--- src/rtl/mac_feed_pkg.sv ---
// mac_feed_pkg
//   Shared types and constants for the MAC operand feeder.
//   feed_state_t : sequencing states of the feeder FSM.
//   MAC_LATENCY  : cycles from an En sample edge until Cout reflects that
//                  operation (En at edge k, Ain/Bin at k+1, Cout after k+2).
package mac_feed_pkg;

  typedef enum logic [2:0] {
    IDLE,
    CLR,
    RUN,
    DRAIN,
    DONE
  } feed_state_t;

  localparam int unsigned MAC_LATENCY = 3;

endpackage

--- src/rtl/operand_fifo.sv ---
// operand_fifo
//   Synchronous single-clock FIFO, pointer-plus-count organisation.
//   The read word is registered: dout updates only at the edge where a pop
//   is accepted and then holds until the next pop.
// Ports:
//   clk, rst_n : clock, asynchronous active-low reset (empties the FIFO)
//   push, din  : write request and data (ignored while full)
//   pop        : read request (ignored while empty)
//   dout       : registered read data
//   full/empty : occupancy flags
module operand_fifo #(
  parameter int unsigned DATA_WIDTH = 8,
  parameter int unsigned FIFO_DEPTH = 8
) (
  input  logic                  clk,
  input  logic                  rst_n,
  input  logic                  push,
  input  logic                  pop,
  input  logic [DATA_WIDTH-1:0] din,
  output logic [DATA_WIDTH-1:0] dout,
  output logic                  full,
  output logic                  empty
);

  localparam int unsigned AW = (FIFO_DEPTH > 1) ? $clog2(FIFO_DEPTH) : 1;
  localparam int unsigned CW = AW + 1;
  localparam logic [CW-1:0] DEPTH_C = CW'(FIFO_DEPTH);

  logic [DATA_WIDTH-1:0] mem [FIFO_DEPTH];
  logic [AW-1:0]         wr_ptr;
  logic [AW-1:0]         rd_ptr;
  logic [CW-1:0]         count;
  logic                  do_push;
  logic                  do_pop;

  assign full    = (count == DEPTH_C);
  assign empty   = (count == '0);
  assign do_push = push && !full;
  assign do_pop  = pop && !empty;

  // Storage carries no reset: a zero count already makes old words unreachable.
  always_ff @(posedge clk) begin
    if (do_push) begin
      mem[wr_ptr] <= din;
    end
  end

  always_ff @(posedge clk or negedge rst_n) begin
    if (!rst_n) begin
      wr_ptr <= '0;
      rd_ptr <= '0;
      count  <= '0;
      dout   <= '0;
    end else begin
      if (do_push) begin
        wr_ptr <= wr_ptr + AW'(1);
      end
      if (do_pop) begin
        rd_ptr <= rd_ptr + AW'(1);
        dout   <= mem[rd_ptr];
      end
      // Simultaneous push and pop leaves the occupancy unchanged.
      case ({do_push, do_pop})
        2'b10:   count <= count + CW'(1);
        2'b01:   count <= count - CW'(1);
        default: count <= count;
      endcase
    end
  end

endmodule

--- src/rtl/mac_operand_feeder.sv ---
// mac_operand_feeder
//   Upstream stage of the MAC unit. Buffers operand streams A and B in two
//   small FIFOs, sequences the MAC (one Clr, then VEC_LEN En pulses paired
//   with operand pops), waits out the MAC pipeline and captures one dot
//   product, announced by a single-cycle result_valid pulse.
// Ports:
//   clk, rst_n                 : clock, asynchronous active-low reset
//   a_valid/a_ready/a_data     : A operand stream (ready = FIFO not full)
//   b_valid/b_ready/b_data     : B operand stream (ready = FIFO not full)
//   start                      : begin one dot product (honoured in IDLE only)
//   busy                       : high in every state except IDLE
//   mac_en, mac_clr            : MAC control, sampled by the MAC at the edge
//   mac_ain, mac_bin           : registered operands, valid the cycle after En
//   mac_cout                   : MAC accumulator output
//   result_valid, result       : captured dot product and its one-cycle strobe
module mac_operand_feeder
  import mac_feed_pkg::*;
#(
  parameter int unsigned DATA_WIDTH = 8,
  parameter int unsigned VEC_LEN    = 8,
  parameter int unsigned FIFO_DEPTH = 8
) (
  input  logic                    clk,
  input  logic                    rst_n,
  input  logic                    a_valid,
  output logic                    a_ready,
  input  logic [DATA_WIDTH-1:0]   a_data,
  input  logic                    b_valid,
  output logic                    b_ready,
  input  logic [DATA_WIDTH-1:0]   b_data,
  input  logic                    start,
  output logic                    busy,
  output logic                    mac_en,
  output logic                    mac_clr,
  output logic [DATA_WIDTH-1:0]   mac_ain,
  output logic [DATA_WIDTH-1:0]   mac_bin,
  input  logic [3*DATA_WIDTH-1:0] mac_cout,
  output logic                    result_valid,
  output logic [3*DATA_WIDTH-1:0] result
);

  localparam int unsigned DRAIN_W    = (MAC_LATENCY > 1) ? $clog2(MAC_LATENCY) : 1;
  localparam logic [7:0]  PAIRS      = 8'(VEC_LEN);
  localparam logic [7:0]  LAST_PAIR  = 8'(VEC_LEN - 1);
  localparam logic [DRAIN_W-1:0] LAST_DRAIN = DRAIN_W'(MAC_LATENCY - 1);

  feed_state_t        state;
  feed_state_t        next_state;
  logic [7:0]         pair_cnt;
  logic [DRAIN_W-1:0] drain_cnt;
  logic               a_full;
  logic               a_empty;
  logic               b_full;
  logic               b_empty;
  logic               a_push;
  logic               b_push;
  logic               pop;
  logic               capture;

  assign a_ready = !a_full;
  assign b_ready = !b_full;
  assign a_push  = a_valid && a_ready;
  assign b_push  = b_valid && b_ready;

  // Both FIFOs share one pop so A and B words always stay paired.
  operand_fifo #(
    .DATA_WIDTH (DATA_WIDTH),
    .FIFO_DEPTH (FIFO_DEPTH)
  ) u_a_fifo (
    .clk   (clk),
    .rst_n (rst_n),
    .push  (a_push),
    .pop   (pop),
    .din   (a_data),
    .dout  (mac_ain),
    .full  (a_full),
    .empty (a_empty)
  );

  operand_fifo #(
    .DATA_WIDTH (DATA_WIDTH),
    .FIFO_DEPTH (FIFO_DEPTH)
  ) u_b_fifo (
    .clk   (clk),
    .rst_n (rst_n),
    .push  (b_push),
    .pop   (pop),
    .din   (b_data),
    .dout  (mac_bin),
    .full  (b_full),
    .empty (b_empty)
  );

  // State register
  always_ff @(posedge clk or negedge rst_n) begin
    if (!rst_n) begin
      state <= IDLE;
    end else begin
      state <= next_state;
    end
  end

  // Next-state logic
  always_comb begin
    next_state = state;
    unique case (state)
      IDLE:    if (start) next_state = CLR;
      CLR:     next_state = RUN;
      RUN:     if (pop && (pair_cnt == LAST_PAIR)) next_state = DRAIN;
      DRAIN:   if (drain_cnt == LAST_DRAIN) next_state = DONE;
      DONE:    next_state = IDLE;
      default: next_state = IDLE;
    endcase
  end

  // Output logic. En is asserted in the same cycle as the pop: the MAC
  // samples En at the pop edge and the popped words appear on Ain/Bin in
  // the following cycle, exactly when the MAC captures them.
  always_comb begin
    pop     = 1'b0;
    mac_clr = 1'b0;
    busy    = 1'b1;
    unique case (state)
      IDLE:    busy = 1'b0;
      CLR:     mac_clr = 1'b1;
      RUN:     pop = !a_empty && !b_empty && (pair_cnt < PAIRS);
      default: ;
    endcase
  end

  assign mac_en = pop;

  // Last En is sampled at edge k; DRAIN spans the cycles after k, k+1 and
  // k+2, so the capture edge (k+3) sees Cout already reflecting that En.
  // Capturing on entry to DONE lets result and result_valid appear together
  // during the DONE cycle.
  assign capture = (state == DRAIN) && (drain_cnt == LAST_DRAIN);

  always_ff @(posedge clk or negedge rst_n) begin
    if (!rst_n) begin
      pair_cnt     <= '0;
      drain_cnt    <= '0;
      result_valid <= 1'b0;
      result       <= '0;
    end else begin
      if (state == CLR) begin
        pair_cnt <= '0;
      end else if (pop) begin
        pair_cnt <= pair_cnt + 8'd1;
      end

      if (state == DRAIN) begin
        drain_cnt <= drain_cnt + DRAIN_W'(1);
      end else begin
        drain_cnt <= '0;
      end

      result_valid <= capture;
      if (capture) begin
        result <= mac_cout;
      end
    end
  end

endmodule
--- config.mk ---
export PLATFORM = sky130hd
export DESIGN_NAME = mac_operand_feeder
export DESIGN_NICKNAME = d
export VERILOG_FILES = /design/src/rtl/mac_feed_pkg.sv /design/src/rtl/operand_fifo.sv /design/src/rtl/mac_operand_feeder.sv
export SDC_FILE = /design/constraint.sdc
export NUM_CORES = 1
export LEC_CHECK = 0
export CAP_MARGIN = 20
export CORE_MARGIN = 5
export CORE_UTILIZATION = 51
export DETAILED_ROUTE_END_ITERATION = 16
export HOLD_SLACK_MARGIN = 0.1
export PLACE_DENSITY = 0.78
export SKIP_LAST_GASP = 1
export SLEW_MARGIN = 10
export SYNTH_ARGS = -nofsm -noshare
export SYNTH_HDL_FRONTEND = slang
export SYNTH_HIERARCHICAL = 1
export SYNTH_SLANG_ARGS = --single-unit
--- constraint.sdc ---
create_clock -name clk -period 2.65 [get_ports clk]
set_input_delay 0.53 -clock clk [delete_from_list [all_inputs] [get_ports clk]]
set_output_delay 0.53 -clock clk [all_outputs]
set_load 0.005 [all_outputs]
-- Yosys cells after proc, flatten, opt, wreduce, memory -nomap -nowiden
Memories as Yosys holds them, arrays and structs flattened. A register that Yosys moved wholly into a read port is not among the register bits.
Index checks and enable logic that the tools add are counted.
- add/sub/neg operators: 10
- $lt $le $gt $ge: 1
- equal/unequal tests: 14
- mux-type cells: 16
- reduce and logical (&&, ||, !) cells: 23
- operators with widths (operator ; count):
    8-bit two-way mux ; 2
    4-bit case mux with 2 select lines ; 2
    3-bit by 1-bit adder with 3-bit output (second input constant) ; 4
    3-bit case mux with 4 select lines ; 1
    1-bit logical AND ; 10
    3-bit two-way mux ; 3
    4-bit by 1-bit adder with 4-bit output (second input constant) ; 2
    8-bit by 1-bit adder with 8-bit output (second input constant) ; 1
    4-bit == test (second input constant) ; 2
    8-bit by 3-bit == test with 1-bit output (second input constant) ; 1
    4-bit logical NOT ; 2
    8-bit by 4-bit less-than comparator with 1-bit output (second input constant) ; 1
    4-bit by 1-bit subtractor with 4-bit output (second input constant) ; 2
    1-bit two-way mux ; 7
    2-bit == test (second input constant) ; 3
    3-bit by 2-bit == test with 1-bit output (second input constant) ; 2
    1-bit logical NOT ; 6
    2-bit != test (second input constant) ; 3
    2-bit nonzero test ; 3
    2-bit by 1-bit == test with 1-bit output (second input constant) ; 2
    3-bit by 1-bit == test with 1-bit output (second input constant) ; 1
    3-bit logical NOT ; 1
    3-bit AND reduction ; 1
    2-bit by 1-bit adder with 2-bit output (second input constant) ; 1
    2-bit two-way mux ; 1
- register bits after elaboration: 58
- RAM bits: 128
- input bits: 45
- output and inout bits: 46
- memories kept: 2
- memories (name ; words ; width ; read ports ; clocked after Yosys merged registers in ; write ports ; RTL line ; text):
    u_a_fifo.mem ; 8 ; 8 ; 1 ; 1 ; 1 ; operand_fifo.sv:29 ; logic [DATA_WIDTH-1:0] mem [FIFO_DEPTH];
    u_b_fifo.mem ; 8 ; 8 ; 1 ; 1 ; 1 ; operand_fifo.sv:29 ;

-- Depth between registers and ports, before layout
- depth after elaboration: 8
- depth in mapped cells: 12
- depth with buffers taken out: 11

-- Hierarchy
Netlist, hierarchy kept.
- by module, submodules not included (module ; instances ; cells each ; area an instance (um^2) ; sequential area each (um^2)):
    operand_fifo (u_b_fifo) ; 1 ; 219 ; 3413.3 ; 2372.3
    operand_fifo (u_a_fifo) ; 1 ; 219 ; 3408.3 ; 2372.3
    mac_operand_feeder ; 1 ; 114 ; 1577.8 ; 950.9

-- Least setup slack after synthesis
No wires, ideal clock.
- path kind: reg2reg
- from: reg u_b_fifo.count[3]
- to: reg u_a_fifo.count[3]
- library setup time: 116 ps
- arrival time: 2761 ps
- setup slack: -227 ps
- cell stages (with the launch flop): 11
- buffers on the path: 0
- clock period less this slack: 2877 ps
- cells stage by stage: dfrtp_1 nor4_1 nor4_1 and3_1 o41ai_4 inv_2 ha_1 ha_1 a21oi_1 o21ai_0 o311ai_0
- cells in the longest elaborated chain, start to end: 8
- RTL lines (what ; RTL line ; text):
    start, declared ; operand_fifo.sv:32 ; logic [CW-1:0] count;
    start signal, assigned ; operand_fifo.sv:64 ; 2'b10: count <= count + CW'(1);
    start signal, assigned ; operand_fifo.sv:65 ; 2'b01: count <= count - CW'(1);
    start signal, assigned ; operand_fifo.sv:66 ; default: count <= count;
    4-bit logical NOT (*) ; operand_fifo.sv:37 ; assign empty = (count == '0);
    net b_empty ; mac_operand_feeder.sv:54 ; logic b_empty;
    1-bit logical NOT (*) ; mac_operand_feeder.sv:126 ; RUN: pop = !a_empty && !b_empty && (pair_cnt < PAIRS);
    1-bit logical AND (*) (2 in series) ; mac_operand_feeder.sv:126 ;
    1-bit two-way mux (*) ; mac_operand_feeder.sv:123 ; unique case (state)
    net mac_en ; mac_operand_feeder.sv:33 ; output logic mac_en,
    1-bit logical AND (*) ; operand_fifo.sv:39 ; assign do_pop = pop && !empty;
    net u_a_fifo.do_pop ; operand_fifo.sv:34 ; logic do_pop;
    2-bit by 1-bit == test with 1-bit output / 2-bit == test (equally long branches) ; operand_fifo.sv:63 ; case ({do_push, do_pop})
    4-bit case mux with 2 select lines / 2-bit nonzero test (equally long branches) ; n/a ;
    end signal, assigned ; operand_fifo.sv:64 ;
    end signal, assigned ; operand_fifo.sv:65 ;
    end signal, assigned ; operand_fifo.sv:66 ;
    end, declared ; operand_fifo.sv:32 ;
Mark *: on every way through the listed nets, which the timed path passes. The rest lies on a longest branch.
A chain may end at the register's enable or synchronous reset.

-- Final worst setup path
- from: reg state[1]
- to: out mac_clr
- cells in the longest elaborated chain, start to end: 2
- RTL lines (what ; RTL line ; text):
    start, declared ; mac_operand_feeder.sv:47 ; feed_state_t state;
    start signal, assigned ; mac_operand_feeder.sv:99 ; state <= next_state;
    3-bit by 1-bit == test with 1-bit output ; mac_operand_feeder.sv:123 ;
    1-bit two-way mux ; mac_operand_feeder.sv:123 ;
    end, declared ; mac_operand_feeder.sv:34 ; output logic mac_clr,
Every way passes these cells.

==> metrics.txt <==
detailed-route via count 4938; Max Cap Viol 0; DRT iter0 DRCs 254; Unique masters post-synth 51; CTS tree built; final worst-path cycle share 0.9643; Syn Area/Cell 15.22 um^2; clock sink count 202; clk_lat worst skew 490 ps; first-pass GRT wire length 28020 um; CTS HTree Levels 1; required time worst endpoint 2120 ps; Post-synth EDFFs 128; Nets 744; sequential element share of the synthesized area 0.6781; reg2reg path depth 10; Finish-stage setup viols 0; Worst setup EP type primary output; Post-synth ARST share 0.3663; core area 16350 um^2; diode count 0; WL/cell 18.82 um; hold_buf cts 0; Hold Slack 192.1 ps; Inserted Clock Buffers 21; ANT nets after route 0; GRT Overall Usage 0.1804; top post-synthesis cells by area edfxtp_1 (46%), dfrtp_1 (22%), mux2_2 (6.2%); clock skew 14.39 ps; Max Slew Vio Count 0; initial core utilization 0.5138; CP Launch Type flop; syn nets 611; #FFs+latches synth 202; initial antenna violation count 0; Leak 0.004036 uW; worst setup path start state[1]$_DFFE_PN0P_; detailed placement HPWL 11510 um; num rows 47; peak supply drop 0.6805 mV; IO Port Bufs 90; DRC errors left 0; pin slew with the least headroom to its limit 947.8 ps; clock tree buffer depth 3; CP Data Arrival Time 2030 ps; GRT overflow 0; area leader, netlist edfxtp_1; share of the synthesized area in the top cell type 0.4576; worst r2r src u_b_fifo/count[3]$_DFFE_PN0P_; Root Buffer clkbuf_16; Detailed Routing Iterations Pass 1 4; full die area 19140 um^2; Max FO, Critical Path 8; Vias per Instance 5.373; Synth Warn # 6; HP Class primary input to async pin; Fin. Hold Viols 0; DP Cell Count 880; GP Congestion 0.7721; WL final 17290 um; die height 138.3 um; largest net degree at the start of global routing 75; fmax 391.3 MHz; flop2flop setup slack 100 ps; Pwr Density 1204 nW/um^2; area grow syn2layout 24.31%; vias in the first global route 5335; status finished clean; RSZ-0062 raised after global routing true; Clock transition at path regs 60 ps; Setup CP Type flop to primary output; Non-Filler Instances 919; Gate Count Post-Synth 552; Post-Syn Area 8399 um^2; crit path time final 2555 ps; fill cell count 1223; share of cells above drive strength 1 0.2117; Worst R2R End u_a_fifo/count[3]$_DFFE_PN0P_; io pins 91; Primary FF master, synth edfxtp_1; die width 138.3 um; Slew headroom 0.3681
==> synthesized netlist by cell type, types with 4 or more instances <==
| library cell | count |
|---|---|
| inv_1 | 18 |
| ha_1 | 12 |
| buf_6 | 8 |
| mux2_1 | 10 |
| and2_2 | 4 |
| nor3_1 | 9 |
| nor2b_1 | 5 |
| nor4_1 | 5 |
| a221o_1 | 16 |
| nor2_1 | 18 |
| edfxtp_1 | 128 |
| o22ai_1 | 16 |
| mux2i_1 | 35 |
| o21ai_0 | 7 |
| mux2_2 | 46 |
| dfrtp_1 | 74 |
| xnor2_1 | 9 |
| nand2b_1 | 10 |
| nand2_1 | 48 |
| o21ai_1 | 16 |
==> cells by family after synthesis <==
logic type / share of synthesized area
buf+inv: 0.03560
mux: 0.1186
flops: 0.6781
simple gates: 0.07195
xor+xnor: 0.01147
compound gates: 0.06167
fa+ha+maj: 0.02264
==> state kept, by name, summed over array words and instances (netlist names) <==
register         count
result_valid         1
u_a_fifo/mem        64
result              24
u_a_fifo/count       4
state                3
u_a_fifo/dout        8
pair_cnt             8
u_b_fifo/wr_ptr      3
u_b_fifo/mem        64
drain_cnt            2
u_a_fifo/wr_ptr      3
u_b_fifo/rd_ptr      3
u_b_fifo/dout        8
u_a_fifo/rd_ptr      3
u_b_fifo/count       4
==> critical path, stage by stage, from the launching register on <==
cell             delay [ps]
dfrtp_1                 380
buf_4                   170
or3b_4                  420
inv_2                    80
clkdlybuf4s50_1         500
==> routing by layer <==
metal	wire length [um]	up-vias	track usage
li1	-	2312	-
met1	6567	2482	0.2180
met2	9533	116	0.3338
met3	839	28	0.03039
met4	351	0	0.04888
met5	0	-	0
==> worst max path at each step <==
stage,end
after floorplan,u_b_fifo/count[3]$_DFFE_PN0P_
after global placement,u_b_fifo/count[3]$_DFFE_PN0P_
after detailed placement,u_a_fifo/count[3]$_DFFE_PN0P_
after CTS,u_a_fifo/count[3]$_DFFE_PN0P_
after global routing,u_a_fifo/count[3]$_DFFE_PN0P_
final,mac_clr
==> metrics by stage <==
stage	power, uW	setup WS [ps]	TNS [ps]	util	area (um^2)
after global placement	9247	-7.531	-7.531	0.5916	9672
after global routing	13330	-28.94	-32.86	0.6387	10440
after CTS	12550	-54.93	-54.93	0.6349	10380
after floorplan	7780	28.32	0	-	8411
after detailed placement	9581	-320.7	-562.4	0.5916	9672
final	12570	94.54	0	0.6387	10440
==> cells in the final DEF, fill, tap and decap left out, types with 3 or more instances in the layout <==
| cell | n |
|---|---|
| a221o_1 | 16 |
| and2_1 | 3 |
| and2_2 | 4 |
| buf_4 | 43 |
| clkbuf_1 | 7 |
| clkbuf_16 | 21 |
| clkbuf_8 | 4 |
| clkdlybuf4s50_1 | 88 |
| dfrtp_1 | 73 |
| edfxtp_1 | 128 |
| ha_1 | 10 |
| inv_1 | 18 |
| inv_2 | 3 |
| mux2_1 | 10 |
| mux2_2 | 46 |
| mux2i_1 | 35 |
| nand2_1 | 48 |
| nand2b_1 | 10 |
| nand4_1 | 3 |
| nor2_1 | 18 |
| nor2b_1 | 5 |
| nor3_1 | 7 |
| o21ai_0 | 6 |
| o21ai_1 | 17 |
| o22ai_1 | 16 |
| xnor2_1 | 9 |
==> timing repair <==
| item | in CTS | in global routing |
|---|---|---|
| buffers inserted | 1 | 1 |
| gates resized for setup | 8 | 12 |
| endpoints found under the setup margin | 4 | 4 |
| pin swaps | 2 | 5 |
==> area by class of cell <==
cell class | count | area, um^2 | area share
clock inverters | 5 | 75.07 | 0.007190
inverters | 21 | 78.83 | 0.007549
repair buffers | 133 | 1224 | 0.1172
multi-input cells | 306 | 2485 | 0.2380
flip-flops and latches | 202 | 5697 | 0.5456
well taps | 220 | 275.3 | 0.02636
clock buffers | 32 | 606.8 | 0.05812
==> report_power, final <==
| group | switching (uW) | leakage, uW | total, uW | internal (uW) |
|---|---|---|---|---|
| clock network | 1120 | 0.000334 | 2890 | 1770 |
| registers | 467 | 0.00206 | 4700 | 4230 |
| logic | 2460 | 0.00165 | 4980 | 2520 |
| total | 4050 | 0.00404 | 12600 | 8510 |
Power figures use the tool's default switching activity.
